===== config.mk =====
export PLATFORM = sky130hd
export DESIGN_NAME = interrupt_ack_sequencer_8259a
export DESIGN_NICKNAME = d
export VERILOG_FILES = /design/src/rtl/interrupt_ack_sequencer_8259a.sv
export SDC_FILE = /design/constraint.sdc
export NUM_CORES = 1
export LEC_CHECK = 0
export CAP_MARGIN = 20
export CELL_PAD_IN_SITES_DETAIL_PLACEMENT = 1
export CELL_PAD_IN_SITES_GLOBAL_PLACEMENT = 1
export CORE_UTILIZATION = 34
export DETAILED_ROUTE_END_ITERATION = 7
export MAX_ROUTING_LAYER = met4
export PLACE_DENSITY_LB_ADDON = 0.08
export SLEW_MARGIN = 15
export SYNTH_ARGS = -nofsm -noshare
export SYNTH_HDL_FRONTEND = slang
export SYNTH_SLANG_ARGS = --single-unit

===== constraint.sdc =====
create_clock -name clock -period 2.5 [get_ports clock]
set_input_delay 0.5 -clock clock [delete_from_list [all_inputs] [get_ports clock]]
set_output_delay 0.5 -clock clock [all_outputs]
set_load 0.05 [all_outputs]

===== src/rtl/interrupt_ack_sequencer_8259a.sv =====
// interrupt_ack_sequencer_8259a
// Control stage behind the 8259A request register. It resolves the
// highest-priority eligible request in fully nested mode, raises INT, runs the
// two-pulse INTA handshake (freeze, clear pulse, ISR set, vector drive) and
// handles specific, non-specific and automatic end-of-interrupt.
module interrupt_ack_sequencer_8259a #(
    parameter int VECTOR_BASE_W = 5
) (
    input  logic                       clock,
    input  logic                       reset_n,
    input  logic [7:0]                 interrupt_request_register,
    input  logic [7:0]                 interrupt_mask,
    input  logic                       interrupt_acknowledge_n,
    input  logic                       end_of_interrupt,
    input  logic                       specific_eoi,
    input  logic [2:0]                 eoi_level,
    input  logic                       auto_eoi_config,
    input  logic [VECTOR_BASE_W-1:0]   vector_base,
    output logic                       interrupt_to_cpu,
    output logic                       freeze,
    output logic [7:0]                 clear_interrupt_request,
    output logic [7:0]                 in_service_register,
    output logic [VECTOR_BASE_W+2:0]   interrupt_vector,
    output logic                       vector_out_enable
);

    typedef enum logic [1:0] {
        IDLE  = 2'd0,
        ACK1  = 2'd1,
        WAIT2 = 2'd2,
        ACK2  = 2'd3
    } state_t;

    state_t                     state_q, state_d;
    logic                       inta_prev_q, inta_prev_d;
    logic [2:0]                 acked_level_q, acked_level_d;
    logic                       spurious_q, spurious_d;
    logic                       int_q, int_d;
    logic                       freeze_q, freeze_d;
    logic [7:0]                 clear_q, clear_d;
    logic [7:0]                 isr_q, isr_d;
    logic [VECTOR_BASE_W+2:0]   vector_q, vector_d;
    logic                       voe_q, voe_d;

    logic                       inta_fall;
    logic                       inta_rise;
    logic [7:0]                 isr_lowest;
    logic [7:0]                 priority_window;
    logic [7:0]                 eligible;
    logic [2:0]                 winner;
    logic [7:0]                 eoi_clear_mask;
    logic [7:0]                 auto_clear_mask;
    logic [7:0]                 isr_set_mask;

    // INTA edges are judged against the previous sample of the pin.
    assign inta_fall = inta_prev_q & ~interrupt_acknowledge_n;
    assign inta_rise = ~inta_prev_q & interrupt_acknowledge_n;
    assign inta_prev_d = interrupt_acknowledge_n;

    // Only levels strictly above the highest-priority in-service level may
    // interrupt; the lowest set ISR bit is that level, and everything below
    // its index is a higher priority.
    assign isr_lowest      = isr_q & (~isr_q + 8'd1);
    assign priority_window = (isr_q == 8'h00) ? 8'hFF : (isr_lowest - 8'd1);
    assign eligible        = interrupt_request_register & ~interrupt_mask & priority_window;

    // Fixed priority encoder: the lowest-numbered eligible level wins.
    always_comb begin
        winner = 3'd0;
        for (int i = 7; i >= 0; i--) begin
            if (eligible[i]) begin
                winner = i[2:0];
            end
        end
    end

    // EOI clears either the named level or the highest-priority set ISR bit.
    always_comb begin
        eoi_clear_mask = 8'h00;
        if (end_of_interrupt) begin
            if (specific_eoi) begin
                eoi_clear_mask = 8'd1 << eoi_level;
            end else begin
                eoi_clear_mask = isr_lowest;
            end
        end
    end

    // Handshake sequencing and next values of every registered output.
    always_comb begin
        state_d         = state_q;
        acked_level_d   = acked_level_q;
        spurious_d      = spurious_q;
        int_d           = 1'b0;
        freeze_d        = freeze_q;
        clear_d         = 8'h00;
        vector_d        = vector_q;
        voe_d           = voe_q;
        isr_set_mask    = 8'h00;
        auto_clear_mask = 8'h00;

        case (state_q)
            IDLE: begin
                if (inta_fall) begin
                    state_d  = ACK1;
                    freeze_d = 1'b1;
                    if (eligible != 8'h00) begin
                        acked_level_d = winner;
                        spurious_d    = 1'b0;
                        clear_d       = 8'd1 << winner;
                        isr_set_mask  = 8'd1 << winner;
                    end else begin
                        acked_level_d = 3'd7;
                        spurious_d    = 1'b1;
                    end
                end else begin
                    int_d = (eligible != 8'h00);
                end
            end
            ACK1: begin
                if (inta_rise) begin
                    state_d = WAIT2;
                end
            end
            WAIT2: begin
                if (inta_fall) begin
                    state_d  = ACK2;
                    vector_d = {vector_base, acked_level_q};
                    voe_d    = 1'b1;
                end
            end
            ACK2: begin
                if (inta_rise) begin
                    state_d  = IDLE;
                    voe_d    = 1'b0;
                    freeze_d = 1'b0;
                    if (auto_eoi_config && !spurious_q) begin
                        auto_clear_mask = 8'd1 << acked_level_q;
                    end
                end
            end
            default: begin
                state_d = IDLE;
            end
        endcase

        // Clears go first so a same-cycle set on the same bit wins.
        isr_d = (isr_q & ~eoi_clear_mask & ~auto_clear_mask) | isr_set_mask;
    end

    // All state and outputs are registered; reset aborts any handshake.
    always_ff @(posedge clock or negedge reset_n) begin
        if (!reset_n) begin
            state_q       <= IDLE;
            inta_prev_q   <= 1'b1;
            acked_level_q <= 3'd0;
            spurious_q    <= 1'b0;
            int_q         <= 1'b0;
            freeze_q      <= 1'b0;
            clear_q       <= 8'h00;
            isr_q         <= 8'h00;
            vector_q      <= '0;
            voe_q         <= 1'b0;
        end else begin
            state_q       <= state_d;
            inta_prev_q   <= inta_prev_d;
            acked_level_q <= acked_level_d;
            spurious_q    <= spurious_d;
            int_q         <= int_d;
            freeze_q      <= freeze_d;
            clear_q       <= clear_d;
            isr_q         <= isr_d;
            vector_q      <= vector_d;
            voe_q         <= voe_d;
        end
    end

    assign interrupt_to_cpu        = int_q;
    assign freeze                  = freeze_q;
    assign clear_interrupt_request = clear_q;
    assign in_service_register     = isr_q;
    assign interrupt_vector        = vector_q;
    assign vector_out_enable       = voe_q;

endmodule

==> qor.yml, run 1 <==
run_status:
  status: "completed"
synthesis:
  netlist.area_leader.share_pct: 46.6
  synth_area_leader_cell: "dfrtp_1"
  ys_types: 45
  synthTopCellsByCount: "33 x dfrtp_1, 22 x nand2_1, 15 x nor2_1, 13 x o21ai_0, 8 x nand2b_1"
  synth_compound_area_share_pct: 18.8
  synthMuxAreaShare_pct: 3.81
  synth-simple-area-share_pct: 24.6
  synth_area_leaders: "dfrtp_1 47%, nand2_1 4.7%, mux2_2 3.8%, o21ai_0 3.7%, nor2_1 3.2%"
  synth_xor_area_share_pct: 0
  yosys.area_share.adder_pct: 2.82
  yosysWarningCount: 0
  ys.flop_type: "dfrtp_1"
  synth_top_family_by_area: "simple AND/OR/NAND/NOR gates"
  async_flop_share_pct: 100
  seq_area_frac_synth_pct: 48.1
  synth_edf_count: 0
  synth_most_common_cell: "dfrtp_1"
  syn_area_um2: 1770
  syn_inst: 177
  ys_seq_elements: 34
  syn_avg_cell_area_um2: 10.0
  syn_nets: 211
sta:
  drv_slew: 0
  timing.hold.ws_ns: 0.486
  setup_violations: 0
  slew_headroom_pct: 65.6
  setup_tns_ns: 0
  finalClockSkew_ns: 0.00895
  hold_viol: 0
  grt_setup_unrepaired: "false"
  period_minus_slack_ns: 2.12
  fmaxAchievable_mhz: 472
  finalWorstSetupSlack_ns: 0.384
  period_share_pct: 84.7
  tightest_slew_ns: 0.514
global_routing:
  grt_antenna_before_repair: 0
  grt_pass1_wl_mm: 8.05
  grt_overflow_total: 0
  grt_pass1_vias: 1720
  grt_max_degree: 35
  grt_usage_pct: 20.7
drt:
  drt-total-wl_mm: 5.13
  vias_per_cell: 5.27
  wl_met1_mm: 2.18
  dr_wl_met2_mm: 2.68
  first_iter_violations: 35
  first_pass_iters: 4
  drtAntennaViolNets: 0
  wl_per_cell_um: 16.4
  dr_wl_met3_um: 163
  drc_errors: 0
  top_layer: "met4"
  vias: 1645
floorplan:
  core_um2: 4880
  die_width_um: 74.2
  die_area_um2: 5500
  dieHeight_um: 74.2
  io_pins: 57
  fp-row-count: 25
  initial_core_util_pct: 36.3
power:
  leakage_nw: 1.07
  irDropWorstVdd_uv: 527
  p_per_area_nw_per_um2: 996
placed_design:
  routabilityCongestion: 0.833
  dp_slack_ns: 0.178
  dpl-instance-area_um2: 2460
  numPortBuffers: 56
  dp_hpwl_mm: 4.08
  place_inst: 305
critical_path:
  startpoint_type: "register"
  required_ns: 2.70
  crit_type: "register to register"
  critPathMaxFanout: 6
  arrival_ns: 2.32
  endpoint_kind: "register"
layout:
  drive_gt1_share_pct: 13.5
  fin_nets: 279
  final_cells: 312
  area_growth_pct: 43.1
  diodes: 0
  final_cell_area_um2: 2540
clocking:
  path_clk_slew_ns: 0.07
  ctsResizeCount: 0
  clk_latency_ns: 0.29
  h-tree-depth: 2
  clock_path_buffers: 2
  cts_buffers: 5
  cts-root-buf: "clkbuf_8"
  cts-hold-fix-buffers: 0
  post_cts_buffers: 0
  cts_tree: "built"
  clkSinkCount: 34
run:
  maxCapViolCount: 0
hold_path:
  min_path_type: "register to register"
-- worst max-delay path, stage by stage (launching register included) --
cell and delay (ns):
dfrtp_1 0.39, or4_4 0.59, or3b_2 0.56, o311ai_4 0.13, nand3_2 0.17, o21ai_1 0.19
-- sequential cells by signal, summed over array words and instances, names as in the netlist --
register / count
interrupt_to_cpu: 1
acked_level_q: 3
inta_prev_q: 1
vector_out_enable: 1
in_service_register: 8
interrupt_vector: 8
clear_interrupt_request: 8
state_q: 2
spurious_q: 1
freeze: 1
-- path summary, 6_finish.rpt --
| path | slack [ns] | depth (start not counted) | to | start |
|---|---|---|---|---|
| min reg2reg | 0.49 | 2 | spurious_q | spurious_q |
| min in group asynchronous | 0.63 | 2 | clear_interrupt_request[5] | reset_n |
| min | 0.49 | 2 | spurious_q | spurious_q |
| max reg2reg | 0.38 | 5 | in_service_register[5] | in_service_register[1] |
| max | 0.38 | 5 | in_service_register[5] | in_service_register[1] |
| max in group asynchronous | 1.53 | 2 | inta_prev_q | reset_n |
-- per-layer routing --
metal / global-route usage, % / up-vias
li1: - / 791
met1: 23.3 / 805
met2: 35.9 / 39
met3: 4.47 / 10
met4: 8.12 / 0
met5: - / -
-- power breakdown --
group	switching [W]	total [W]	internal (W)	leakage, nW
Combinational	0.000821	0.00133	0.000511	0.592
Sequential	0.000115	0.000817	0.000702	0.436
Clock	0.000190	0.000377	0.000186	0.0438
-- layout by cell type, fill, tap and decap left out, types with 3 or more instances in the layout --
| cell type | synthesis | routed |
|---|---|---|
| clkdlybuf4s50_1 | 0 | 56 |
| dfrtp_1 | 33 | 33 |
| nand2_1 | 22 | 22 |
| nor2_1 | 15 | 15 |
| o21ai_0 | 13 | 13 |
| nand2b_1 | 8 | 8 |
| buf_4 | 0 | 8 |
| mux2_2 | 6 | 6 |
| o22ai_1 | 5 | 5 |
| clkbuf_8 | 0 | 5 |
| inv_1 | 4 | 4 |
| nor2b_1 | 4 | 4 |
| a21oi_1 | 4 | 4 |
| o21ai_1 | 4 | 4 |
| o32ai_1 | 4 | 4 |
| o311ai_0 | 4 | 4 |
| ha_1 | 4 | 4 |
| or3b_2 | 3 | 3 |
| nor3b_1 | 3 | 3 |
| nand3_1 | 3 | 3 |
| a21o_1 | 3 | 3 |
-- metrics by stage --
stage | utilization [%] | total power [W]
2_1_floorplan | - | 0.00169
3_3_place_gp | 50.4 | 0.00210
3_5_place_dp | 50.4 | 0.00216
4_1_cts | 52.0 | 0.00255
5_1_grt | 52.0 | 0.00269
6_report | 52.0 | 0.00252
-- cells by family after synthesis --
logic type | Yosys count
fa+ha+maj | 4
mux | 6
flops | 34
buf+inv | 7
simple gates | 78
compound gates | 48
-- cell type report --
type                            instances  area, µm²
Fill cell                             574       2340
Multi-Input combinational cell        136        886
Sequential cell                        34        852
Timing Repair Buffer                   64        621
Tap cell                               67       83.8
Clock buffer                            5       68.8
Inverter                                4       15.0
Clock inverter                          2       10.0
Power figures use the tool's default switching activity.
==> run 2, diff against run 1 <==
--- a/config.mk
+++ b/config.mk
@@ -8,7 +8,7 @@
 export CAP_MARGIN = 20
 export CELL_PAD_IN_SITES_DETAIL_PLACEMENT = 1
 export CELL_PAD_IN_SITES_GLOBAL_PLACEMENT = 1
-export CORE_UTILIZATION = 34
+export CORE_UTILIZATION = 31
 export DETAILED_ROUTE_END_ITERATION = 7
 export MAX_ROUTING_LAYER = met4
 export PLACE_DENSITY_LB_ADDON = 0.08
==> constraint.sdc (replaced) <==
create_clock -name clock -period 1.9 [get_ports clock]
set_input_delay 0.38 -clock clock [delete_from_list [all_inputs] [get_ports clock]]
set_output_delay 0.38 -clock clock [all_outputs]
set_load 0.05 [all_outputs]
==> run 2 against run 1 <==
Against the previous run: the run now ends with setup timing left; first-iteration DRC count increased by 110%; count of clock-buffer cells in the layout increased by 1; register-to-register slack got worse by 0.61 ns; highest routed layer unchanged.
==> qor.yml, run 2 (synthesized netlist as in run 1, its figures left out) <==
run_status:
  status: "finished, violations left"
  violations: "setup timing"
critical_path:
  startpoint_type: "register"
  arrival_ns: 2.28
  required_ns: 2.05
  endpoint_kind: "register"
  critPathMaxFanout: 4
  crit_type: "register to register"
floorplan:
  die_area_um2: 6020
  initial_core_util_pct: 32.2
  core_um2: 5510
  die_width_um: 77.6
  fp-row-count: 27
  io_pins: 57
  dieHeight_um: 77.6
drt:
  vias_per_cell: 5.21
  drtAntennaViolNets: 0
  first_pass_iters: 4
  first_iter_violations: 75
  drc_errors: 0
  vias: 1756
  wl_per_cell_um: 16.9
  drt-total-wl_mm: 5.69
layout:
  layout_common_cells: "46 x buf_4, 36 x clkdlybuf4s50_1, 31 x dfrtp_1"
  fin_nets: 298
  final_cells: 337
  area_growth_pct: 53.4
  n_fill_cell: 635
  register_area_um2: 855
  drive_gt1_share_pct: 33.2
  multi_input_area_um2: 958
  final_util_pct: 49.4
  diodes: 0
  final_common_cell: "buf_4"
clocking:
  cts_buffers: 5
  path_clk_slew_ns: 0.07
  clock_path_buffers: 2
  h-tree-depth: 2
  cts-root-buf: "clkbuf_8"
  cts_tree: "built"
  clk_latency_ns: 0.29
  clkSinkCount: 34
placed_design:
  routabilityCongestion: 0.811
  dp_hpwl_mm: 4.43
  place_inst: 326
  numPortBuffers: 56
sta:
  hold_viol: 0
  period_share_pct: 112
  drv_slew: 0
  setup_violations: 12
  fmaxAchievable_mhz: 470
  finalClockSkew_ns: 0.00398
  finalWorstSetupSlack_ns: -0.227
  period_minus_slack_ns: 2.13
  grt_setup_unrepaired: "true"
  tightest_slew_ns: 0.495
  slew_headroom_pct: 66.9
hold_path:
  min_path_type: "register to register"
global_routing:
  grt_pass1_wl_mm: 9.62
  grt_max_degree: 35
  grt_pass1_vias: 1938
  grt_usage_pct: 21.2
  grt_antenna_before_repair: 0
  grt_overflow_total: 0
power:
  leakage_nw: 1.22
  irDropWorstVdd_uv: 806
  p_per_area_nw_per_um2: 1320
run:
  maxCapViolCount: 0
## run 2: cell types whose count changed in the layout (fill, tap and decap cells not counted), moves of 3 or more
cell,before,now
buf_4,8,46
clkdlybuf4s50_1,56,36
nor2_1,15,11
nor2_2,0,4
o21ai_0,13,10
o21ai_2,0,3
## run 2: stage by stage
stage                     TNS, ns  worst slack (ns)  instance area (µm²)  power [W]  hold WS [ns]
after floorplan             -3.27            -0.370                 1770    0.00222        0.0844
after global placement      -2.17            -0.227                 2540    0.00286         0.471
after detailed placement    -2.77            -0.306                 2540    0.00295         0.476
after CTS                   -2.09            -0.204                 2650    0.00353         0.498
after global routing        -2.68            -0.280                 2720    0.00382         0.534
final                       -1.97            -0.227                 2720    0.00359         0.493
## run 2: metal layers
metal	GRT usage, %	routed length (µm)	vias up
li1	-	-	824
met1	24.5	2360	892
met2	36.8	3100	31
met3	3.41	151	9
met4	7.92	80	0
met5	-	0	-
## run 2: final timing paths
kind / startpoint / cells past startpoint / endpoint / slack (ns)
worst max-delay path: in_service_register[1] / 5 / in_service_register[4] / -0.23
worst min-delay path: spurious_q / 2 / spurious_q / 0.49
worst max register to register: in_service_register[1] / 5 / in_service_register[4] / -0.23
worst min register to register: spurious_q / 2 / spurious_q / 0.49
max in group asynchronous: reset_n / 2 / inta_prev_q / 1.04
min in group asynchronous: reset_n / 2 / in_service_register[6] / 0.52
## run 2: power breakdown
group	switching (W)	total, W	internal, W
registers	0.000150	0.00107	0.000924
logic	0.00118	0.00200	0.000814
clock network	0.000262	0.000516	0.000254
total	0.00160	0.00359	0.00199
## run 2: area by class of cell
| class | instances | share of cell area, % |
|---|---|---|
| clock buffers | 6 | 2.67 |
| flip-flops and latches | 34 | 31.4 |
| multi-input cells | 136 | 35.3 |
| well taps | 72 | 3.31 |
| inverters | 4 | 0.552 |
| repair buffers | 83 | 26.4 |
| clock inverters | 2 | 0.368 |
## run 2: timing repair
| item | 4_1_cts | 5_1_grt |
|---|---|---|
| gates resized for setup | 6 | 16 |
| gates cloned | 0 | 0 |
| setup endpoints to repair | 13 | 17 |
| pin swaps | 6 | 6 |
| hold endpoints to repair | 0 | 0 |
| buffers inserted | 2 | 1 |
| hold buffers | 0 | 0 |
## run 2: worst max-delay path, stage by stage (launching register included)
cell and delay [ns]:
dfrtp_2 0.41, or4_4 0.57, or3_4 0.38, o311ai_4 0.32
and3_4 0.26, o21ai_2 0.06
==> run 3, diff against run 2 <==
--- a/config.mk
+++ b/config.mk
@@ -9,6 +9,7 @@
 export CELL_PAD_IN_SITES_DETAIL_PLACEMENT = 1
 export CELL_PAD_IN_SITES_GLOBAL_PLACEMENT = 1
 export CORE_UTILIZATION = 31
+export CTS_CLUSTER_DIAMETER = 30
 export DETAILED_ROUTE_END_ITERATION = 7
 export MAX_ROUTING_LAYER = met4
 export PLACE_DENSITY_LB_ADDON = 0.08
==> results of run 3 <==
The final DEF is identical to that of run 2; final timing and power are the same.
